$ cat config.mk
export PLATFORM = sky130hd
export DESIGN_NAME = rpn_exec
export DESIGN_NICKNAME = d
export VERILOG_FILES = /design/src/rtl/rpn_exec.sv
export SDC_FILE = /design/constraint.sdc
export NUM_CORES = 1
export LEC_CHECK = 0
export CAP_MARGIN = 40
export CORE_MARGIN = 1
export CORE_UTILIZATION = 55
export CTS_CLUSTER_DIAMETER = 200
export CTS_CLUSTER_SIZE = 14
export DETAILED_ROUTE_END_ITERATION = 10
export GPL_ROUTABILITY_DRIVEN = 1
export PLACE_DENSITY_LB_ADDON = 0.1
export SLEW_MARGIN = 10
export SYNTH_ARGS = -nofsm -noshare
export SYNTH_HDL_FRONTEND = slang
export SYNTH_SLANG_ARGS = --single-unit
$ cat constraint.sdc
create_clock -name clk -period 9.6 [get_ports clk]
set_input_delay 1.92 -clock clk [delete_from_list [all_inputs] [get_ports clk]]
set_output_delay 1.92 -clock clk [all_outputs]
set_load 0.01 [all_outputs]
$ cat src/rtl/rpn_exec.sv
// RPN calculator command sequencer: DEPTH-entry operand stack driving an external combinational ALU.
// Optional DUP/SWAP/DROP stack operations are enabled by defining RPN_STACKOPS_EN.
module rpn_exec #(
  parameter int DEPTH = 8
) (
  input  logic                         clk,
  input  logic                         reset,
  input  logic                         cmd_valid,
  output logic                         cmd_ready,
  input  logic                         cmd_is_op,
  input  logic [7:0]                   cmd_data,
  input  logic [2:0]                   cmd_op,
  output logic [7:0]                   alu_a,
  output logic [7:0]                   alu_b,
  output logic [2:0]                   alu_op,
  input  logic [7:0]                   alu_result,
  output logic [7:0]                   tos,
  output logic [$clog2(DEPTH+1)-1:0]   depth,
  output logic                         done,
  output logic [1:0]                   err_code
);

  localparam int DW = $clog2(DEPTH + 1);
  localparam int AW = $clog2(DEPTH);
  localparam logic [DW-1:0] DMAX = DW'(DEPTH);

  localparam logic [2:0] OP_ADD  = 3'b000;
  localparam logic [2:0] OP_SUB  = 3'b001;
  localparam logic [2:0] OP_AND  = 3'b010;
  localparam logic [2:0] OP_NOT  = 3'b011;
  localparam logic [2:0] OP_OR   = 3'b100;
`ifdef RPN_STACKOPS_EN
  localparam logic [2:0] OP_DUP  = 3'b101;
  localparam logic [2:0] OP_SWAP = 3'b110;
  localparam logic [2:0] OP_DROP = 3'b111;
`endif

  localparam logic [1:0] ERR_NONE = 2'b00;
  localparam logic [1:0] ERR_UNF  = 2'b01;
  localparam logic [1:0] ERR_OVF  = 2'b10;
  localparam logic [1:0] ERR_ILL  = 2'b11;

  typedef enum logic [1:0] {IDLE = 2'd0, FETCH = 2'd1, EXEC = 2'd2} state_t;

  state_t          state_r;
  logic [7:0]      stack_r [DEPTH];
  logic [DW-1:0]   depth_r;
  logic [2:0]      op_r;
  logic [7:0]      alu_a_r;
  logic [7:0]      alu_b_r;
  logic [2:0]      alu_op_r;
  logic            ready_r;
  logic            done_r;
  logic [1:0]      err_r;
  logic [AW-1:0]   push_idx_s;
  logic [AW-1:0]   top_idx_s;
  logic [AW-1:0]   nos_idx_s;
  logic [7:0]      tos_s;

  // Index arithmetic is only consumed when the guarding depth check passes, so truncation is safe.
  assign push_idx_s = AW'(depth_r);
  assign top_idx_s  = AW'(depth_r - DW'(1));
  assign nos_idx_s  = AW'(depth_r - DW'(2));

  // Top-of-stack view, zero when the stack is empty.
  always_comb begin
    tos_s = 8'd0;
    if (depth_r != {DW{1'b0}}) begin
      tos_s = stack_r[top_idx_s];
    end else begin
      tos_s = 8'd0;
    end
  end

  // Sequencer FSM, stack storage and registered outputs.
  always_ff @(posedge clk) begin
    if (reset) begin
      state_r  <= IDLE;
      depth_r  <= {DW{1'b0}};
      op_r     <= 3'd0;
      alu_a_r  <= 8'd0;
      alu_b_r  <= 8'd0;
      alu_op_r <= 3'd0;
      ready_r  <= 1'b1;
      done_r   <= 1'b0;
      err_r    <= ERR_NONE;
    end else begin
      done_r <= 1'b0;
      case (state_r)
        IDLE: begin
          if (cmd_valid) begin
            if (!cmd_is_op) begin
              if (depth_r != DMAX) begin
                stack_r[push_idx_s] <= cmd_data;
                depth_r             <= depth_r + DW'(1);
                done_r              <= 1'b1;
                err_r               <= ERR_NONE;
              end else begin
                err_r <= ERR_OVF;
              end
            end else begin
              case (cmd_op)
                OP_ADD, OP_SUB, OP_AND, OP_OR: begin
                  if (depth_r >= DW'(2)) begin
                    state_r <= FETCH;
                    ready_r <= 1'b0;
                    op_r    <= cmd_op;
                    err_r   <= ERR_NONE;
                  end else begin
                    err_r <= ERR_UNF;
                  end
                end
                OP_NOT: begin
                  if (depth_r != {DW{1'b0}}) begin
                    state_r <= FETCH;
                    ready_r <= 1'b0;
                    op_r    <= cmd_op;
                    err_r   <= ERR_NONE;
                  end else begin
                    err_r <= ERR_UNF;
                  end
                end
`ifdef RPN_STACKOPS_EN
                OP_DUP: begin
                  if (depth_r == {DW{1'b0}}) begin
                    err_r <= ERR_UNF;
                  end else if (depth_r == DMAX) begin
                    err_r <= ERR_OVF;
                  end else begin
                    stack_r[push_idx_s] <= stack_r[top_idx_s];
                    depth_r             <= depth_r + DW'(1);
                    done_r              <= 1'b1;
                    err_r               <= ERR_NONE;
                  end
                end
                OP_SWAP: begin
                  if (depth_r >= DW'(2)) begin
                    stack_r[top_idx_s] <= stack_r[nos_idx_s];
                    stack_r[nos_idx_s] <= stack_r[top_idx_s];
                    done_r             <= 1'b1;
                    err_r              <= ERR_NONE;
                  end else begin
                    err_r <= ERR_UNF;
                  end
                end
                OP_DROP: begin
                  if (depth_r != {DW{1'b0}}) begin
                    depth_r <= depth_r - DW'(1);
                    done_r  <= 1'b1;
                    err_r   <= ERR_NONE;
                  end else begin
                    err_r <= ERR_UNF;
                  end
                end
`endif
                default: err_r <= ERR_ILL;
              endcase
            end
          end
        end
        FETCH: begin
          // NOT takes TOS as operand A; binary ops take next-on-stack as A, TOS as B.
          if (op_r == OP_NOT) begin
            alu_a_r <= stack_r[top_idx_s];
            alu_b_r <= 8'd0;
          end else begin
            alu_a_r <= stack_r[nos_idx_s];
            alu_b_r <= stack_r[top_idx_s];
          end
          alu_op_r <= op_r;
          state_r  <= EXEC;
        end
        EXEC: begin
          if (op_r == OP_NOT) begin
            stack_r[top_idx_s] <= alu_result;
          end else begin
            stack_r[nos_idx_s] <= alu_result;
            depth_r            <= depth_r - DW'(1);
          end
          done_r  <= 1'b1;
          ready_r <= 1'b1;
          state_r <= IDLE;
        end
        default: begin
          state_r <= IDLE;
          ready_r <= 1'b1;
        end
      endcase
    end
  end

  assign cmd_ready = ready_r;
  assign alu_a     = alu_a_r;
  assign alu_b     = alu_b_r;
  assign alu_op    = alu_op_r;
  assign tos       = tos_s;
  assign depth     = depth_r;
  assign done      = done_r;
  assign err_code  = err_r;

endmodule

==> results of run 1 <==
## registers in the layout, summed over array words and instances, names as in the netlist
| name | count |
|---|---|
| stack_r | 64 |
| alu_a | 8 |
| alu_b | 8 |
| depth | 4 |
| alu_op | 3 |
| op_r | 3 |
| err_code | 2 |
| state_r | 2 |
| cmd_ready | 1 |
| done | 1 |
## cells by family (layout without fill, tap and decap cells)
group                      count (synthesis)  count (layout)
DFF                                       96              96
AOI/OAI and AO/OA                         55              55
buffers and inverters                     21              90
and+or+nand+nor                           72              72
muxes                                     54              54
adders and majority gates                  7               7
xor gates and xnor gates                   3               3
## layout make-up
class	count	area share (%)
Clock buffer	9	2.27
Clock inverter	7	1.79
Inverter	5	0.344
Multi-Input combinational cell	191	34.3
Sequential cell	96	47.0
Tap cell	102	2.34
Timing Repair Buffer	69	11.9
## worst paths after layout
check / from / endpoint / slack, ns / depth (start not counted)
setup / recovery: depth[0]$_SDFFE_PP0P_ / tos[6] / 3.99 / 7
hold / removal: alu_b[1]$_SDFFE_PP0N_ / alu_b[1]$_SDFFE_PP0N_ / 0.46 / 2
setup reg to reg: depth[0]$_SDFFE_PP0P_ / stack_r[2][1]$_DFFE_PP_ / 6.06 / 7
hold reg to reg: alu_b[1]$_SDFFE_PP0N_ / alu_b[1]$_SDFFE_PP0N_ / 0.46 / 2
## metal layers
| layer | vias up | part of all wire, % | global-route usage, % |
|---|---|---|---|
| met5 | - | 0 | 0 |
| met4 | 0 | 1.1 | 6.79 |
| met3 | 9 | 9.0 | 3.94 |
| met2 | 180 | 45 | 36.4 |
| met1 | 1461 | 45 | 38.1 |
| li1 | 1357 | - | - |
## synth_stat cells (3+ instances only)
master	number
sky130_fd_sc_hd__ha_1	6
sky130_fd_sc_hd__inv_1	5
sky130_fd_sc_hd__a211oi_1	3
sky130_fd_sc_hd__buf_2	12
sky130_fd_sc_hd__nor2_1	17
sky130_fd_sc_hd__o211ai_1	8
sky130_fd_sc_hd__nor3_1	9
sky130_fd_sc_hd__mux2i_1	12
sky130_fd_sc_hd__nand3_1	4
sky130_fd_sc_hd__o21ai_0	12
sky130_fd_sc_hd__a22oi_1	8
sky130_fd_sc_hd__mux4_2	32
sky130_fd_sc_hd__mux2_2	9
sky130_fd_sc_hd__a21o_1	3
sky130_fd_sc_hd__a21oi_1	6
sky130_fd_sc_hd__dfxtp_1	32
sky130_fd_sc_hd__nand2_1	23
sky130_fd_sc_hd__edfxtp_1	64
## power breakdown
part / switching [mW] / internal [mW]
registers: 0.00599 / 0.449
logic: 0.0684 / 0.0697
clock network: 0.155 / 0.130
total: 0.229 / 0.649
## per-stage QoR
step / util [%] / hold WS [ns] / total power [mW] / worst slack [ns]
6_report: 69.4 / 0.462 / 0.878 / 3.99
3_5_place_dp: 66.6 / 0.444 / 0.604 / 4.31
5_1_grt: 69.4 / 0.501 / 0.912 / 3.66
3_3_place_gp: 66.0 / 0.438 / 0.600 / 4.07
2_1_floorplan: - / 0.470 / 0.555 / 5.32
4_1_cts: 69.4 / 0.469 / 0.884 / 3.91
## tightest hold or removal path: cells and delay by family, from the launching register on
| family | cells | cell delay [ns] |
|---|---|---|
| AOI/OAI and AO/OA | 1 | 0.05 |
| and+or+nand+nor | 1 | 0.05 |
| DFF | 1 | 0.33 |
==> results_tabular.tex, run 1 <==
\begin{tabular}{lr}
\hline
Metric & Value \\
\hline
\multicolumn{2}{l}{\textbf{GRT}} \\
\quad Wire length of the first global-routing pass & 15.9 mm \\
\quad Initial antenna violation count & 0 \\
\quad Overflow left after global routing & 0 \\
\quad Total Routing Usage GR & 24.6\% \\
\quad Via count of the first global-routing pass & 2938 \\
\quad Pin count of the biggest net entering global routing & 42 \\
\multicolumn{2}{l}{\textbf{Final layout}} \\
\quad Antenna cells & 0 \\
\quad FF/Latch Area & 0.00256 mm2 \\
\quad Commonest cells after routing, fill and taps aside & 64 x sky130\_fd\_sc\_hd\_\_edfxtp\_1, 57 x sky130\_fd\_sc\_hd\_\_clkdlybuf4s50\_1, 32 x sky130\_fd\_sc\_hd\_\_mux4\_2 \\
\quad Final instance count without filler cells & 479 \\
\quad Final net count & 401 \\
\quad Post-synthesis to final-layout area growth & 20.3\% \\
\quad Fillers & 547 \\
\quad Fraction of layout instances using a drive strength above 1 & 21.8\% \\
\quad Design area & 0.00545 mm2 \\
\quad Most frequent standard cell in the layout excluding fill and tap cells & sky130\_fd\_sc\_hd\_\_edfxtp\_1 \\
\quad Total area of multi-input combinational cells & 0.00187 mm2 \\
\multicolumn{2}{l}{\textbf{Place}} \\
\quad RD Place Congestion & 0.833 \\
\quad Area after detailed placement & 0.00523 mm2 \\
\quad Placed insts & 463 \\
\quad Port Buffer Count & 57 \\
\quad DPL Wire Length & 7.27 mm \\
\multicolumn{2}{l}{\textbf{Detailed routing}} \\
\quad TritonRoute pass-1 iters & 5 \\
\quad Remaining routing DRC violations & 0 \\
\quad Residual antenna-violating net count after detailed routing & 0 \\
\quad Violation count after the first detailed-route iteration & 290 \\
\quad Average routed wire per standard cell & 20.3 um \\
\quad Detailed-route via count & 3007 \\
\quad Number of vias per cell & 6.28 \\
\quad Drt total wl & 9.73 mm \\
\multicolumn{2}{l}{\textbf{Logic synthesis}} \\
\quad Multiplexer area fraction after synthesis & 21.1\% \\
\quad Synth Area in Adders & 1.88\% \\
\quad Sequential element share of the synthesized area & 56.6\% \\
\quad Primary flip-flop cell chosen by synthesis mapping & sky130\_fd\_sc\_hd\_\_edfxtp\_1 \\
\quad Top post-synthesis cells by area & sky130\_fd\_sc\_hd\_\_edfxtp\_1 42\%, sky130\_fd\_sc\_hd\_\_mux4\_2 16\%, sky130\_fd\_sc\_hd\_\_dfxtp\_1 14\% \\
\quad Area share of the largest cell type after synthesis & 42.4\% \\
\quad Post-synthesis share of cell area spent on xor and xnor gates & 0.746\% \\
\quad Count of flip-flops with a built-in enable after synthesis & 64 \\
\quad Post-Syn Area per Cell & 14.7 um2 \\
\quad Distinct cell type count after synthesis & 51 \\
\quad Instance count of the mapped netlist & 308 \\
\quad Synth Area in Compound Gates & 9.34\% \\
\quad Share of async-settable or async-resettable flops after synthesis & 0\% \\
\quad Yosys reg bits & 96 \\
\quad Main combinational cell family by area after synthesis & multiplexers \\
\quad Post-synthesis cell area & 0.00453 mm2 \\
\quad Yosys warning count & 0 \\
\quad Simple logic cell fraction of the synthesized area & 8.23\% \\
\quad Net Count, Synth & 337 \\
\quad Post-synth top area cell & sky130\_fd\_sc\_hd\_\_edfxtp\_1 \\
\multicolumn{2}{l}{\textbf{Worst hold path}} \\
\quad Worst Hold Class & reg2reg \\
\multicolumn{2}{l}{\textbf{Status}} \\
\quad Status & completed \\
\multicolumn{2}{l}{\textbf{Clock network}} \\
\quad Depth of the CTS H-tree & 3 \\
\quad TritonCTS Buffers & 9 \\
\quad Maximum root-to-sink buffer count & 2 \\
\quad Number of buffers inserted for hold repair after clock tree synthesis & 0 \\
\quad CTS tree & built \\
\quad Clock tree root buffer cell & sky130\_fd\_sc\_hd\_\_clkbuf\_8 \\
\quad Clock edge transition at the registers on the reported setup and hold paths & 0.11 ns \\
\quad Number of clock sinks seen by CTS & 96 \\
\quad Post-CTS setup buffers & 0 \\
\quad Clock insertion delay at the later pin of the skew report & 0.36 ns \\
\quad Number of gates given a new drive strength after cts & 0 \\
\multicolumn{2}{l}{\textbf{Timing}} \\
\quad Max Clock Skew & 0.0154 ns \\
\quad Period utilization & 58.4\% \\
\quad Total Negative Setup Slacks & 0 ns \\
\quad Final hold violation count & 0 \\
\quad Slew HR & 46.6\% \\
\quad Max-slew violations & 0 \\
\quad Clock period minus worst slack & 5.61 ns \\
\quad Number of setup violations in the final report & 0 \\
\quad Achievable Freq & 0.178 GHz \\
\quad Unrepaired setup endpoints after global routing & false \\
\quad Worst-margin pin slew & 0.801 ns \\
\multicolumn{2}{l}{\textbf{Critical path}} \\
\quad Worst path cell trace & buf\_4 > inv\_1 > ha\_1 > mux4\_2 > mux2i\_1 > nor2\_1 > clkdlybuf4s50\_1 \\
\quad Longest individual stage delay on the worst path & 0.87 ns \\
\quad Cell family with most CP delay & buffers and inverters \\
\quad Data arrival at the endpoint of the critical path & 3.69 ns \\
\quad Buffer and inverter count on the worst path & 3 \\
\quad Cell with the biggest individual delay on the critical path & sky130\_fd\_sc\_hd\_\_ha\_1 \\
\quad Maximum fanout count along the critical path & 41 \\
\quad Start-to-end type of the worst setup path & reg2out \\
\quad Startpoint class of the critical path & flop \\
\quad Sort of element at the end of the critical path & primary output \\
\quad Req. time, crit path & 7.68 ns \\
\multicolumn{2}{l}{\textbf{Die}} \\
\quad Starting density of the core & 57.7\% \\
\quad Total core area & 0.00785 mm2 \\
\quad Boundary Pins & 58 \\
\quad Placement row count & 32 \\
\quad DIE WIDTH & 92.7 um \\
\quad Die Y & 92.7 um \\
\quad Full die area & 0.00860 mm2 \\
\multicolumn{2}{l}{\textbf{Pwr}} \\
\quad Total leakage power & 1.83 nW \\
\quad Cell area power density & 161 mW/mm2 \\
\quad Worst vdd rail ir drop & 0.000123 V \\
\multicolumn{2}{l}{\textbf{Flow run}} \\
\quad Total of max-cap violations & 0 \\
\hline
\end{tabular}
Note: power is estimated with default switching activity, not from simulation.
==> run 2, diff against run 1 <==
--- a/config.mk
+++ b/config.mk
@@ -7,7 +7,7 @@
 export LEC_CHECK = 0
 export CAP_MARGIN = 40
 export CORE_MARGIN = 1
-export CORE_UTILIZATION = 55
+export CORE_UTILIZATION = 50
 export CTS_CLUSTER_DIAMETER = 200
 export CTS_CLUSTER_SIZE = 14
 export DETAILED_ROUTE_END_ITERATION = 10
==> constraint.sdc (replaced) <==
create_clock -name clk -period 4.55 [get_ports clk]
set_input_delay 0.91 -clock clk [delete_from_list [all_inputs] [get_ports clk]]
set_output_delay 0.91 -clock clk [all_outputs]
set_load 0.01 [all_outputs]
==> run 2 against run 1 <==
  * Clock power rose by 97%
  * Sequential cell count stayed put
  * Sequential share of layout area down 0.41 points
  * Critical endpoint unchanged
  * Largest power group unchanged
  * Sequential power rose by 110%
  * Non-clock buffer count is 7 higher
  * Worst hold slack got worse by 0.011 ns
  * Register-to-register slack worse by 4.4 ns
  * Clock skew decreased by 0.0066 ns
  * Global-route usage fell by 2.6 points
  * Utilization is 6.7 points lower
  * Wire length is 0.24% higher
  * Worst setup slack worse by 3.6 ns
==> results_tabular.tex, run 2 (synthesis gave the netlist of run 1 again) <==
\begin{tabular}{lr}
\hline
Metric & Value \\
\hline
\multicolumn{2}{l}{\textbf{Timing}} \\
\quad Worst-margin pin slew & 0.775 ns \\
\quad Max Clock Skew & 0.00873 ns \\
\quad Final hold violation count & 0 \\
\quad Achievable Freq & 0.243 GHz \\
\quad Hold WS & 0.451 ns \\
\quad Slew HR & 48.3\% \\
\quad Clock period minus worst slack & 4.12 ns \\
\quad Period utilization & 90.5\% \\
\quad Total Negative Setup Slacks & 0 ns \\
\quad Unrepaired setup endpoints after global routing & false \\
\quad Max-slew violations & 0 \\
\quad Number of setup violations in the final report & 0 \\
\multicolumn{2}{l}{\textbf{Pwr}} \\
\quad Cell area power density & 332 mW/mm2 \\
\quad Worst vdd rail ir drop & 0.000242 V \\
\quad PnR Total Power & 1.82 mW \\
\quad Total leakage power & 1.85 nW \\
\multicolumn{2}{l}{\textbf{Final layout}} \\
\quad Fillers & 667 \\
\quad Most frequent standard cell in the layout excluding fill and tap cells & sky130\_fd\_sc\_hd\_\_edfxtp\_1 \\
\quad Commonest cells after routing, fill and taps aside & 64 x sky130\_fd\_sc\_hd\_\_edfxtp\_1, 57 x sky130\_fd\_sc\_hd\_\_clkdlybuf4s50\_1, 32 x sky130\_fd\_sc\_hd\_\_mux4\_2 \\
\quad Fraction of layout instances using a drive strength above 1 & 23.4\% \\
\quad Design area & 0.00550 mm2 \\
\quad Post-synthesis to final-layout area growth & 21.4\% \\
\quad Register with the most flip-flops & stack\_r \\
\quad Number of flip-flops under the largest register name & 64 \\
\quad Antenna cells & 0 \\
\quad Final net count & 408 \\
\multicolumn{2}{l}{\textbf{Critical path}} \\
\quad Sort of element at the end of the critical path & primary output \\
\quad Buffer and inverter count on the worst path & 2 \\
\quad Capture point of the worst reg-to-reg path & stack\_r[7][1]\$\_DFFE\_PP\_ \\
\quad Cell with the biggest individual delay on the critical path & sky130\_fd\_sc\_hd\_\_ha\_2 \\
\quad Data arrival at the endpoint of the critical path & 3.21 ns \\
\quad Longest individual stage delay on the worst path & 0.70 ns \\
\quad Critical path origin & depth[1]\$\_SDFFE\_PP0P\_ \\
\quad Maximum fanout count along the critical path & 19 \\
\quad R2R cell count & 8 \\
\quad Worst path cell trace & inv\_1 > ha\_2 > mux4\_2 > mux2i\_1 > nor2\_1 > clkdlybuf4s50\_1 \\
\quad Start-to-end type of the worst setup path & reg2out \\
\quad Start of the worst register-to-register path & depth[1]\$\_SDFFE\_PP0P\_ \\
\quad Setup slack of the most critical reg-to-reg path & 1.69 ns \\
\quad Startpoint class of the critical path & flop \\
\quad Cell family with most CP delay & multiplexers \\
\quad Req. time, crit path & 3.64 ns \\
\multicolumn{2}{l}{\textbf{Clock network}} \\
\quad Maximum root-to-sink buffer count & 2 \\
\quad Clock edge transition at the registers on the reported setup and hold paths & 0.10 ns \\
\quad Number of gates given a new drive strength after cts & 0 \\
\quad Number of clock sinks seen by CTS & 96 \\
\quad Depth of the CTS H-tree & 3 \\
\quad Clock insertion delay at the later pin of the skew report & 0.37 ns \\
\quad TritonCTS Buffers & 9 \\
\quad Number of buffers inserted for hold repair after clock tree synthesis & 0 \\
\quad Post-CTS setup buffers & 0 \\
\quad Clock tree root buffer cell & sky130\_fd\_sc\_hd\_\_clkbuf\_8 \\
\quad CTS tree & built \\
\multicolumn{2}{l}{\textbf{Worst hold path}} \\
\quad Worst Hold Class & reg2reg \\
\quad Hold worst-path end & alu\_b[1]\$\_SDFFE\_PP0N\_ \\
\quad Number of cells traversed by the worst hold path & 2 \\
\quad Min-delay src & alu\_b[1]\$\_SDFFE\_PP0N\_ \\
\multicolumn{2}{l}{\textbf{Place}} \\
\quad RD Place Congestion & 0.758 \\
\quad Port Buffer Count & 57 \\
\quad DPL Wire Length & 6.97 mm \\
\quad Area after detailed placement & 0.00529 mm2 \\
\multicolumn{2}{l}{\textbf{Die}} \\
\quad Starting density of the core & 51.7\% \\
\quad Total core area & 0.00876 mm2 \\
\quad Boundary Pins & 58 \\
\quad Full die area & 0.00944 mm2 \\
\quad Placement row count & 34 \\
\quad DIE WIDTH & 97.2 um \\
\quad Die Y & 97.2 um \\
\multicolumn{2}{l}{\textbf{Detailed routing}} \\
\quad Remaining routing DRC violations & 0 \\
\quad TritonRoute pass-1 iters & 4 \\
\quad Residual antenna-violating net count after detailed routing & 0 \\
\quad Number of vias per cell & 5.94 \\
\quad Violation count after the first detailed-route iteration & 252 \\
\quad Average routed wire per standard cell & 19.8 um \\
\quad Detailed-route via count & 2922 \\
\quad Drt total wl & 9.75 mm \\
\multicolumn{2}{l}{\textbf{Flow run}} \\
\quad Total of max-cap violations & 0 \\
\multicolumn{2}{l}{\textbf{GRT}} \\
\quad Met2 capacity usage during global routing & 36.1\% \\
\quad Met1 Usage GRT & 30.5\% \\
\quad GR peak layer & met2 \\
\quad GR Util met3 & 3.45\% \\
\quad Pin count of the biggest net entering global routing & 41 \\
\quad Initial antenna violation count & 0 \\
\quad Total Routing Usage GR & 22.1\% \\
\quad Via count of the first global-routing pass & 2912 \\
\quad Wire length of the first global-routing pass & 15.8 mm \\
\quad Overflow left after global routing & 0 \\
\multicolumn{2}{l}{\textbf{Status}} \\
\quad Status & completed \\
\hline
\end{tabular}
run 2: cell types whose count changed in the layout (fill, tap and decap cells not counted), sizes merged:
cell,previous run,this run
clkinvlp,0,1
clkinv,2,1
buf,12,19
bufinv,1,0
clkbuf,9,10
run 2: worst reg2reg max path, cell delays in order, from the launching register on:
cell	delay (ns)
sky130_fd_sc_hd__dfxtp_1	0.56
sky130_fd_sc_hd__inv_1	0.19
sky130_fd_sc_hd__ha_2	0.27
sky130_fd_sc_hd__and3b_1	0.27
sky130_fd_sc_hd__o32ai_4	0.36
sky130_fd_sc_hd__o211ai_2	0.15
sky130_fd_sc_hd__nor3_1	0.34
sky130_fd_sc_hd__buf_2	0.25
sky130_fd_sc_hd__buf_4	0.18
run 2: worst max path at each step:
stage	to	slack [ns]	cells after the start
final	tos[6]	0.43	6
after global routing	tos[6]	0.24	6
after CTS	tos[6]	0.17	6
after detailed placement	tos[6]	0.58	6
after global placement	tos[6]	0.71	6
after floorplan	tos[1]	1.28	9
run 2: layout make-up:
class | instances | area [um2] | area share, %
flip-flops and latches | 96 | 2560 | 46.6
multi-input cells | 191 | 1870 | 34.0
repair buffers | 76 | 706 | 12.8
clock buffers | 10 | 149 | 2.71
well taps | 108 | 135 | 2.46
clock inverters | 6 | 53.8 | 0.979
inverters | 5 | 18.8 | 0.341
run 2: stage by stage:
step	cells	util, %	setup slack [ns]
2_1_floorplan	308	-	1.28
3_3_place_gp	473	60.2	0.713
3_5_place_dp	476	60.4	0.579
4_1_cts	492	62.7	0.167
5_1_grt	492	62.7	0.238
6_report	492	62.7	0.434
run 2: report_power, final:
group,switching [mW],internal [mW]
combinational,0.150,0.154
clock,0.319,0.243
sequential,0.0106,0.948
total,0.479,1.34
run 2: metal layers:
metal,wire length (um),vias up
met4,62,0
met1,4050,1437
met3,773,7
met2,4870,113
met5,0,-
li1,-,1365
